File: src/rtl/debounce_array.sv
// debounce_array
//   Multi-channel button conditioner. Each channel runs its raw input through
//   a 2-flop synchroniser and a polarity fix-up. A stability counter then
//   produces a clean level plus one-cycle press/release strobes. A
//   hold/repeat sequencer adds a long-press strobe and optional periodic
//   auto-repeat strobes while the button stays down.
// Ports:
//   clk        in  1     system clock, all logic on posedge
//   rst_n      in  1     asynchronous active-low reset
//   btn_raw    in  N_CH  unsynchronised button inputs (bit i = channel i)
//   btn_level  out N_CH  debounced level, 1 = pressed
//   press_o    out N_CH  one-cycle strobe when btn_level rises
//   release_o  out N_CH  one-cycle strobe when btn_level falls
//   hold_o     out N_CH  one-cycle strobe at the long-press threshold
//   rpt_o      out N_CH  one-cycle auto-repeat strobes after hold
module debounce_array #(
   parameter int N_CH          = 4,
   parameter int DB_CYCLES     = 65536,
   parameter int ACTIVE_LOW    = 0,
   parameter int HOLD_CYCLES   = 25000000,
   parameter int REPEAT_EN     = 1,
   parameter int REPEAT_CYCLES = 5000000
) (
   input  logic            clk,
   input  logic            rst_n,
   input  logic [N_CH-1:0] btn_raw,
   output logic [N_CH-1:0] btn_level,
   output logic [N_CH-1:0] press_o,
   output logic [N_CH-1:0] release_o,
   output logic [N_CH-1:0] hold_o,
   output logic [N_CH-1:0] rpt_o
);

   localparam int DBW  = $clog2(DB_CYCLES);
   localparam int HMAX = (HOLD_CYCLES > REPEAT_CYCLES) ? HOLD_CYCLES : REPEAT_CYCLES;
   localparam int HW   = $clog2(HMAX);

   localparam logic            IDLE_RAW    = (ACTIVE_LOW != 0) ? 1'b1 : 1'b0;
   localparam logic            RPT_ON      = (REPEAT_EN != 0) ? 1'b1 : 1'b0;
   localparam logic [DBW-1:0]  DB_LAST     = DBW'(DB_CYCLES - 1);
   localparam logic [HW-1:0]   HOLD_LAST   = HW'(HOLD_CYCLES - 1);
   localparam logic [HW-1:0]   REPEAT_LAST = HW'(REPEAT_CYCLES - 1);

   typedef enum logic [1:0] {
      HS_IDLE   = 2'd0,
      HS_ARMED  = 2'd1,
      HS_REPEAT = 2'd2
   } hstate_t;

   logic [N_CH-1:0] sync0_r;
   logic [N_CH-1:0] sync1_r;
   logic [N_CH-1:0] pressed_s;

   // Two-flop synchroniser; resets to the idle raw level so that leaving
   // reset never looks like a button edge.
   always_ff @(posedge clk or negedge rst_n) begin
      if (!rst_n) begin
         sync0_r <= {N_CH{IDLE_RAW}};
         sync1_r <= {N_CH{IDLE_RAW}};
      end else begin
         sync0_r <= btn_raw;
         sync1_r <= sync0_r;
      end
   end

   assign pressed_s = sync1_r ^ {N_CH{IDLE_RAW}};

   for (genvar i = 0; i < N_CH; i++) begin : g_ch
      logic [DBW-1:0] db_cnt_r;
      logic           level_r;
      logic           press_r;
      logic           release_r;
      logic           flip_s;
      logic           press_ev_s;
      logic           release_ev_s;
      hstate_t        state_r;
      hstate_t        state_nx_s;
      logic [HW-1:0]  hcnt_r;
      logic [HW-1:0]  hcnt_nx_s;
      logic           hold_nx_s;
      logic           rpt_nx_s;
      logic           hold_r;
      logic           rpt_r;

      // The level flips on the DB_CYCLES-th consecutive mismatching cycle.
      assign flip_s       = (pressed_s[i] != level_r) && (db_cnt_r == DB_LAST);
      assign press_ev_s   = flip_s & ~level_r;
      assign release_ev_s = flip_s &  level_r;

      // Stability counter, debounced level and press/release strobes.
      always_ff @(posedge clk or negedge rst_n) begin
         if (!rst_n) begin
            db_cnt_r  <= '0;
            level_r   <= 1'b0;
            press_r   <= 1'b0;
            release_r <= 1'b0;
         end else begin
            if (pressed_s[i] == level_r) begin
               db_cnt_r <= '0;
            end else if (db_cnt_r == DB_LAST) begin
               db_cnt_r <= '0;
               level_r  <= ~level_r;
            end else begin
               db_cnt_r <= db_cnt_r + DBW'(1);
            end
            press_r   <= press_ev_s;
            release_r <= release_ev_s;
         end
      end

      // Hold/repeat state register with registered strobes.
      always_ff @(posedge clk or negedge rst_n) begin
         if (!rst_n) begin
            state_r <= HS_IDLE;
            hcnt_r  <= '0;
            hold_r  <= 1'b0;
            rpt_r   <= 1'b0;
         end else begin
            state_r <= state_nx_s;
            hcnt_r  <= hcnt_nx_s;
            hold_r  <= hold_nx_s;
            rpt_r   <= rpt_nx_s;
         end
      end

      // Hold/repeat next state; a release overrides everything. After hold
      // with repeat disabled the channel parks in IDLE, which cannot leave
      // until a fresh press, i.e. only after a release.
      always_comb begin
         state_nx_s = state_r;
         hcnt_nx_s  = hcnt_r;
         if (release_ev_s) begin
            state_nx_s = HS_IDLE;
            hcnt_nx_s  = '0;
         end else begin
            case (state_r)
               HS_IDLE: begin
                  if (press_ev_s) begin
                     state_nx_s = HS_ARMED;
                     hcnt_nx_s  = '0;
                  end else begin
                     state_nx_s = HS_IDLE;
                     hcnt_nx_s  = '0;
                  end
               end
               HS_ARMED: begin
                  if (hcnt_r == HOLD_LAST) begin
                     state_nx_s = RPT_ON ? HS_REPEAT : HS_IDLE;
                     hcnt_nx_s  = '0;
                  end else begin
                     state_nx_s = HS_ARMED;
                     hcnt_nx_s  = hcnt_r + HW'(1);
                  end
               end
               HS_REPEAT: begin
                  if (hcnt_r == REPEAT_LAST) begin
                     hcnt_nx_s = '0;
                  end else begin
                     hcnt_nx_s = hcnt_r + HW'(1);
                  end
               end
               default: begin
                  state_nx_s = HS_IDLE;
                  hcnt_nx_s  = '0;
               end
            endcase
         end
      end

      // Hold/repeat strobe decode; suppressed in a release cycle.
      always_comb begin
         hold_nx_s = 1'b0;
         rpt_nx_s  = 1'b0;
         if (release_ev_s) begin
            hold_nx_s = 1'b0;
            rpt_nx_s  = 1'b0;
         end else if ((state_r == HS_ARMED) && (hcnt_r == HOLD_LAST)) begin
            hold_nx_s = 1'b1;
            rpt_nx_s  = 1'b0;
         end else if ((state_r == HS_REPEAT) && (hcnt_r == REPEAT_LAST)) begin
            hold_nx_s = 1'b0;
            rpt_nx_s  = RPT_ON;
         end else begin
            hold_nx_s = 1'b0;
            rpt_nx_s  = 1'b0;
         end
      end

      assign btn_level[i] = level_r;
      assign press_o[i]   = press_r;
      assign release_o[i] = release_r;
      assign hold_o[i]    = hold_r;
      assign rpt_o[i]     = rpt_r;
   end

endmodule
File: config.mk
export PLATFORM = sky130hd
export DESIGN_NAME = debounce_array
export DESIGN_NICKNAME = d
export VERILOG_FILES = /design/src/rtl/debounce_array.sv
export SDC_FILE = /design/constraint.sdc
export NUM_CORES = 1
export LEC_CHECK = 0
export ABC_AREA = 1
export CORE_UTILIZATION = 55
export CTS_BUF_LIST = sky130_fd_sc_hd__clkbuf_4 sky130_fd_sc_hd__clkbuf_8 sky130_fd_sc_hd__clkbuf_16
export DETAILED_ROUTE_END_ITERATION = 6
export GPL_ROUTABILITY_DRIVEN = 1
export PLACE_DENSITY = 0.72
export SKIP_CTS_REPAIR_TIMING = 1
export SYNTH_ARGS = -nofsm -noshare
export SYNTH_HDL_FRONTEND = slang
export SYNTH_SLANG_ARGS = --single-unit
File: constraint.sdc
create_clock -name clk -period 1.8 [get_ports clk]
set_clock_uncertainty 0.05 [all_clocks]
set_input_delay 0.36 -clock clk [delete_from_list [all_inputs] [get_ports clk]]
set_output_delay 0.36 -clock clk [all_outputs]
set_load 0.1 [all_outputs]
==> impl_results.md, run 1 <==
- Synth top area share: 45.48%
- Crit start category: register
- CTS tree: built
- Syn Area/Cell: 7.564 um2
- Register area share after synthesis: between 40 and 50%
- # setup viols final: 0
- Initial Utilization: 56.36%
- Leading cell types by total area after synthesis: dfrtp_1 45%, nor2_1 11%, nand2_1 10%
- PD cells: 666.5 nW/um2
- Max_cap viols: 0
- Tmin final: approximately 1800 ps
- CTS clk-pin slew, worst paths: about 80 ps
- Iteration-0 DRC Markers: 540
- Distinct cell type count after synthesis: 33
- Final instance area: 13080 um2
- Fill count: 1649
- Max stage delay cell, worst path: dfrtp_1
- Vias per cell: 5.052
- CP Data Arrival Time: 2030 ps
- Peak supply drop: between 500 and 600 uV
- Clock Sinks: 200
- Fin crit share: 97.30%
- Hold slack: 303.6 ps
- Post-Syn Nets: approximately 1.5k
- Max-slew headroom: approximately two thirds
- DP Worst Slack: -92.45 ps
- Ys flop type: dfrtp_1
- Die W: 143.5 um
- Cell accounting for the most synthesized area: dfrtp_1
- Post-Syn Instances: 1455
- Total GRT Usage: 23.16%
- Core ar.: between 15000 and 20000 um2
- Share of cells above drive strength 1: 12.61%
- Status: complete, no violations
- Final Max Slew Viols: 0
- # DRC: 0
- Total power: 8716 uW
- # rows: roughly 50
- Cell breakdown of the critical path: ha_2 > nand3_2 > nor3_4 > nand3_2 > nor2_4 > nor2_1 > nand2_4 > clkbuf_16 > nor2_1
- ANT cells: 0
- Mux cell area share after synthesis: 0%
- Crit Path Max Fanout: 6
- Synth Area in Simple Gates: about a third
- Worst hold path type: reg2reg
- Post-Synth XOR/XNOR Area: under 10%
- Number of port buffers: 25
- Max Freq: 0.5710 GHz
- Synth-to-layout area growth: 18.83%
- Largest net degree at the start of global routing: 50
- Post-synthesis adder-cell area fraction: under 10%
- FF+latch count, synth: 200
- Async SR Flop Fraction: between 90% and 100%
- Routed vias: between 9k and 10k
- Mapped cell area: 11010 um2
- Placed cell area: 11860 um2
- Vias in the first global route: 8588
- Endpoints failing hold: 0
- CP max stage delay: 380 ps
- Post-synth EDFFs: 0
- Finished Core Util: 66.97%
- Antenna violations before repair: 0
- Worst Tran Pin Value: 509.7 ps
- Top cells by count, synth: 330 x nor2_1, 305 x nand2_1, 200 x dfrtp_1
- Latest clock arrival within the worst-skew pair: 430 ps
- Pleak: 0.005741 uW
- Nets: 1559
- Worst Path Required: 2070 ps
- Final setup margin: 48.59 ps
- Total grt overflow: 0
- H-tree depth: 4
- Die footprint: 20580 um2
- Crit Path Category: reg2reg
- CTS root buffer: clkbuf_16
- First-pass GRT wire length: 38530 um
- Antenna-violating nets left: 0
- Critical Path End Type: register
- Die Y: 143.5 um
- Num ports: 26
- Detailed Route WL: roughly 24000 um
- Num CTS Buffers: 17
- Drt first pass iters: 5
- Clk buf depth: 2
- WL/cell: 12.98 um
- Unrepaired setup endpoints after global routing: true
- Dpl hpwl: 16180 um
- Most numerous cell in the Yosys netlist: nor2_1
- Gp weighted congestion: 0.9165
- Main combinational cell family by area after synthesis: simple AND/OR/NAND/NOR gates
- Yosys warns: 0
- Compound-Gate Fraction of Synth Area: 3.354%
## sequential cells by signal (all words and copies together) (netlist names)
signal          count
sync0_r             4
pressed_s           4
g_ch.rpt_r          4
g_ch.level_r        4
g_ch.state_r        8
g_ch.press_r        4
g_ch.hold_r         4
g_ch.hcnt_r       100
g_ch.release_r      4
g_ch.db_cnt_r      64
## cells in the final DEF (no fill, tap or decap), types with 3 or more instances in the layout
cell type,netlist,final
clkbuf_8,0,3
nor2_4,5,10
buf_12,0,25
nand4_1,22,22
inv_1,186,184
clkbuf_16,0,21
nand3_2,4,9
nor3_2,4,6
nor2_1,330,319
nor3b_1,6,6
dfrtp_1,200,200
inv_6,0,7
nor3_1,52,48
or2_2,3,3
clkdlybuf4s50_1,0,4
nand2_1,305,295
a21oi_1,30,30
o21ai_0,30,29
xnor2_1,26,26
nand2_4,2,6
ha_2,0,3
ha_4,0,4
nand3_1,117,110
nor2_2,10,16
xor2_1,56,56
nand2_2,7,12
ha_1,20,13
nand2_8,0,3
buf_4,20,48
## kinds of logic after synthesis
logic type,count (synthesis)
buffers and inverters,215
AO/OA/AOI/OAI,68
flip-flops,200
AND/OR/NAND/NOR,870
adder cells (fa/ha/maj),20
XOR/XNOR,82
## area by class of cell
type | count | area, um2 | area share [%]
timing repair inverter | 1 | 8.758 | 0.06697
inverter | 187 | 714.4 | 5.463
clock buffer | 19 | 452.9 | 3.463
clock inverter | 13 | 157.7 | 1.206
timing repair buffer | 84 | 1036 | 7.922
tap | 265 | 331.6 | 2.535
sequential | 200 | 5005 | 38.27
multi-input combinational | 1042 | 5371 | 41.07
## path summary, 6_finish.rpt
kind                                     startpoint                   to  slack [ps]  depth (start not counted)
worst max-delay path            g_ch[3].db_cnt_r[0]   g_ch[3].hcnt_r[10]          50                          9
worst min-delay path                     sync0_r[0]         pressed_s[0]         300                          0
worst max register to register  g_ch[3].db_cnt_r[0]   g_ch[3].hcnt_r[10]          50                          9
worst min register to register           sync0_r[0]         pressed_s[0]         300                          0
max in group asynchronous                     rst_n  g_ch[3].db_cnt_r[8]         760                          3
min in group asynchronous                     rst_n    g_ch[2].hcnt_r[4]         350                          2
## worst max-delay path, delay by kind of cell (launching register included)
| family | cells | cell delay, ps |
|---|---|---|
| flops | 1 | 380 |
| fa+ha+maj | 1 | 210 |
| simple gates | 7 | 820 |
| buf+inv | 1 | 170 |
## per-stage QoR
step,TNS (ps),std cells
3_3_place_gp,-162.4,1750
4_1_cts,-2567,1782
2_1_floorplan,0,1455
6_report,0,1811
5_1_grt,-314.2,1811
3_5_place_dp,-1453,1750
## metal layers
metal  track usage (%)  vias up  wire length, um  part of all wire, %
met3             4.032       23              925                  3.9
li1                  -     4686                -                    -
met1             30.95     4249            10970                   47
met4             6.103        0              225                 0.96
met2             38.86      191            11390                   48
met5                 0        -                0                    0
## where the power goes
group | internal [uW] | total (uW) | switching, uW | leakage (uW)
combinational | 77.6 | 230 | 152 | 0.00268
sequential | 4520 | 4550 | 28.8 | 0.00277
clock | 2160 | 3940 | 1770 | 0.000295
Power figures use the tool's default switching activity.
==> run 2: changes to the inputs <==
ABC_AREA = not set   (was 1)
==> run 2 against run 1 <==
Effect of this change: the flow now finishes with violations (setup timing); synthesized cell count down 33%; core utilization up 7.8 points; non-clock buffer count up 134; final cell count down 22%; total power down 3.7%; worst hold slack worse by 5.5 ps; combinational power up 3%; largest power group unchanged; cell area down 1.4%.
==> impl_results.md, run 2 <==
- PD cells: 651.4 nW/um2 (was 666.5 nW/um2)
- Max stage delay cell, worst path: or4b_1 (was dfrtp_1)
- Antenna-violating nets left: 0 (unchanged)
- Iteration-0 DRC Markers: 430 (was 540)
- Unrepaired setup endpoints after global routing: true (unchanged)
- Synth-to-layout area growth: 33.48% (was 18.83%)
- Yosys warns: 0 (unchanged)
- Crit Path Category: reg2reg (unchanged)
- # rows: 48 (was 51)
- Die W: 134.5 um (was 143.5 um)
- Die footprint: 18090 um2 (was 20580 um2)
- Pleak: 0.005556 uW (was 0.005741 uW)
- Syn Area/Cell: 9.865 um2 (was 7.564 um2)
- Antenna violations before repair: 0 (unchanged)
- Number of port buffers: 25 (unchanged)
- Crit start category: register (unchanged)
- Worst Tran Pin Value: 599.6 ps (was 509.7 ps)
- Dpl hpwl: 13230 um (was 16180 um)
- Final instance area: 12890 um2 (was 13080 um2)
- Post-synth EDFFs: 0 (unchanged)
- CP bufs+invs: 1 (unchanged)
- Hold slack: 298.1 ps (was 303.6 ps)
- Post-Syn Nets: 1005 (was 1481)
- Gp weighted congestion: 0.8462 (was 0.9165)
- Core ar.: 17240 um2 (was 19530 um2)
- Clk buf depth: 2 (unchanged)
- Num CTS Buffers: 17 (unchanged)
- Endpoints failing hold: 0 (unchanged)
- Biggest register: g_ch.hcnt_r (unchanged)
- Leading cell types by total area after synthesis: dfrtp_1 52%, xor2_1 8.5%, nor2_1 7.9% (was dfrtp_1 45%, nor2_1 11%, nand2_1 10%)
- Worst hold path type: reg2reg (unchanged)
- H-tree depth: 4 (unchanged)
- Max Freq: 0.4398 GHz (was 0.5710 GHz)
- Latest clock arrival within the worst-skew pair: 430 ps (about the same)
- Most numerous cell in the Yosys netlist: nor2_1 (unchanged)
- Ys flop type: dfrtp_1 (unchanged)
- FF+latch count, synth: 200 (unchanged)
- Fin crit share: 126.3% (was 97.30%)
- Most frequent cells in the layout: 200 x dfrtp_1, 177 x buf_4, 144 x nor2_1, 94 x xor2_1, 63 x nand3_1 (was 319 x nor2_1, 295 x nand2_1, 200 x dfrtp_1, 184 x inv_1, 110 x nand3_1)
- Cell breakdown of the critical path: or4b_1 > or4_4 > o31a_1 > o211ai_4 > buf_12 > nor2_1 (was ha_2 > nand3_2 > nor3_4 > nand3_2 > nor2_4 > nor2_1 > nand2_4 > clkbuf_16 > nor2_1)
- Worst Path Required: 2060 ps (was 2070 ps)
- Die Y: 134.5 um (was 143.5 um)
- Crit Path Max Fanout: 25 (was 6)
- Crit path max-delay family: simple AND/OR/NAND/NOR gates (unchanged)
- Detailed Route WL: 20400 um (was 23510 um)
- Largest net degree at the start of global routing: 46 (was 50)
- Distinct cell type count after synthesis: 48 (was 33)
- # DRC: 0 (unchanged)
- Critical Path End Type: register (unchanged)
- WL/cell: 14.42 um (was 12.98 um)
- Post-Syn Instances: 979 (was 1455)
- Final Max Slew Viols: 0 (unchanged)
- Crit path from: g_ch[2].hcnt_r[23] (was g_ch[3].db_cnt_r[0])
- CTS clk-pin slew, worst paths: 70 ps (was 80 ps)
- Commonest non-fill, non-tap cell in the layout: dfrtp_1 (was nor2_1)
- Peak supply drop: 687.4 uV (was 592.0 uV)
- Synth top area share: 51.82% (was 45.48%)
- CTS root buffer: clkbuf_16 (unchanged)
- Top cells by count, synth: 202 x nor2_1, 200 x dfrtp_1, 94 x xor2_1 (was 330 x nor2_1, 305 x nand2_1, 200 x dfrtp_1)
- Met3 WL: 494 um (was 925 um)
- WL met2: 10380 um (was 11390 um)
- Num ports: 26 (unchanged)
- Cell accounting for the most synthesized area: dfrtp_1 (unchanged)
- Finished Core Util: 74.79% (was 66.97%)
- Mapped cell area: 9658 um2 (was 11010 um2)
- Max_cap viols: 0 (unchanged)
- Top Registers: g_ch.hcnt_r (100), g_ch.db_cnt_r (64), g_ch.state_r (8) (unchanged)
- Placed cell area: 11670 um2 (was 11860 um2)
- M1 wire length: 9235 um (was 10970 um)
- Final setup margin: -473.9 ps (was 48.59 ps)
- First-pass GRT wire length: 32260 um (was 38530 um)
- Max-slew headroom: 59.95% (was 65.89%)
- Register area share after synthesis: 51.82% (was 45.48%)
- Clock Sinks: 200 (unchanged)
- # setup viols final: 124 (was 0)
- ANT cells: 0 (unchanged)
- Total GRT Usage: 22.10% (was 23.16%)
- Initial Utilization: 56.03% (was 56.36%)
- Async SR Flop Fraction: 100.0% (unchanged)
- Nets: 1205 (was 1559)
- Share of cells above drive strength 1: 29.83% (was 12.61%)
- Status: finished with violations (was complete, no violations)
- Violated checks: setup timing
- CTS tree: built (unchanged)
- Max reg flops: 100 (unchanged)
- Tmin final: 2274 ps (was 1751 ps)
- Reg2reg start: g_ch[2].hcnt_r[23] (was g_ch[3].db_cnt_r[0])
- Routed vias: 7632 (was 9149)
- Top layer in use: met4 (unchanged)
- Vias per cell: 5.394 (was 5.052)
- Vias in the first global route: 7387 (was 8588)
- CP max stage delay: 520 ps (was 380 ps)
- Worst min-delay path startpoint: sync0_r[3] (was sync0_r[0])
- Drt first pass iters: 5 (unchanged)
- CP Data Arrival Time: 2530 ps (was 2030 ps)
- Total grt overflow: 0 (unchanged)
## run 2: cell types whose count changed after synthesis, sizes merged, moves of 38 or more
cell and delta:
inv -154, nand3 -55, nor2 -143, xor2 +38, nand2 -252, nor3 -38
## run 2: final timing paths
| check | endpoint | slack [ps] | depth (start not counted) |
|---|---|---|---|
| worst max-delay path | g_ch[2].hcnt_r[5] | -470 | 6 |
| worst min-delay path | pressed_s[3] | 300 | 0 |
| worst max register to register | g_ch[2].hcnt_r[5] | -470 | 6 |
| worst min register to register | pressed_s[3] | 300 | 0 |
| max in group asynchronous | g_ch[2].release_r | 760 | 3 |
| min in group asynchronous | g_ch[1].hcnt_r[18] | 330 | 2 |
## run 2: logic make-up (layout without fill, tap and decap cells)
kind of cell               Yosys count  count (layout)  share of synthesized area (%)
adders and majority gates           20              20                          2.591
DFF                                200             200                          51.82
and+or+nand+nor                    510             511                          25.85
xor gates and xnor gates           146             146                          13.24
muxes                                4               4                         0.4663
AOI/OAI and AO/OA                   28              29                          2.319
buffers and inverters               71             280                          3.718
## run 2: through the flow
stage | worst slack [ps] | cells | TNS, ps | power (uW)
2_1_floorplan | -424.7 | 979 | -25810 | 4705
3_3_place_gp | -408.1 | 1364 | -20400 | 4852
3_5_place_dp | -453.7 | 1364 | -23450 | 4857
4_1_cts | -468.1 | 1394 | -25550 | 8452
5_1_grt | -552.0 | 1415 | -39220 | 8686
6_report | -473.9 | 1415 | -29740 | 8397
## run 2: report_power, final
group / total [uW] / internal (uW) / switching, uW
Sequential: 4550 / 4520 / 22.3
Combinational: 237 / 82.8 / 154
Clock: 3610 / 2010 / 1610
## run 2: cell type report
class,count,area (um2)
fillers,1111,4345
inverters,32,122.6
multi-input cells,710,4842
flip-flops and latches,200,5005
clock buffers,22,475.5
clock inverters,8,75.07
well taps,225,281.5
repair buffers,218,2090
## run 2: routing by layer
metal / vias up / track usage [%]
met5: - / 0
met4: 0 / 5.680
met3: 32 / 4.429
met2: 121 / 38.51
met1: 3763 / 28.23
li1: 3716 / -
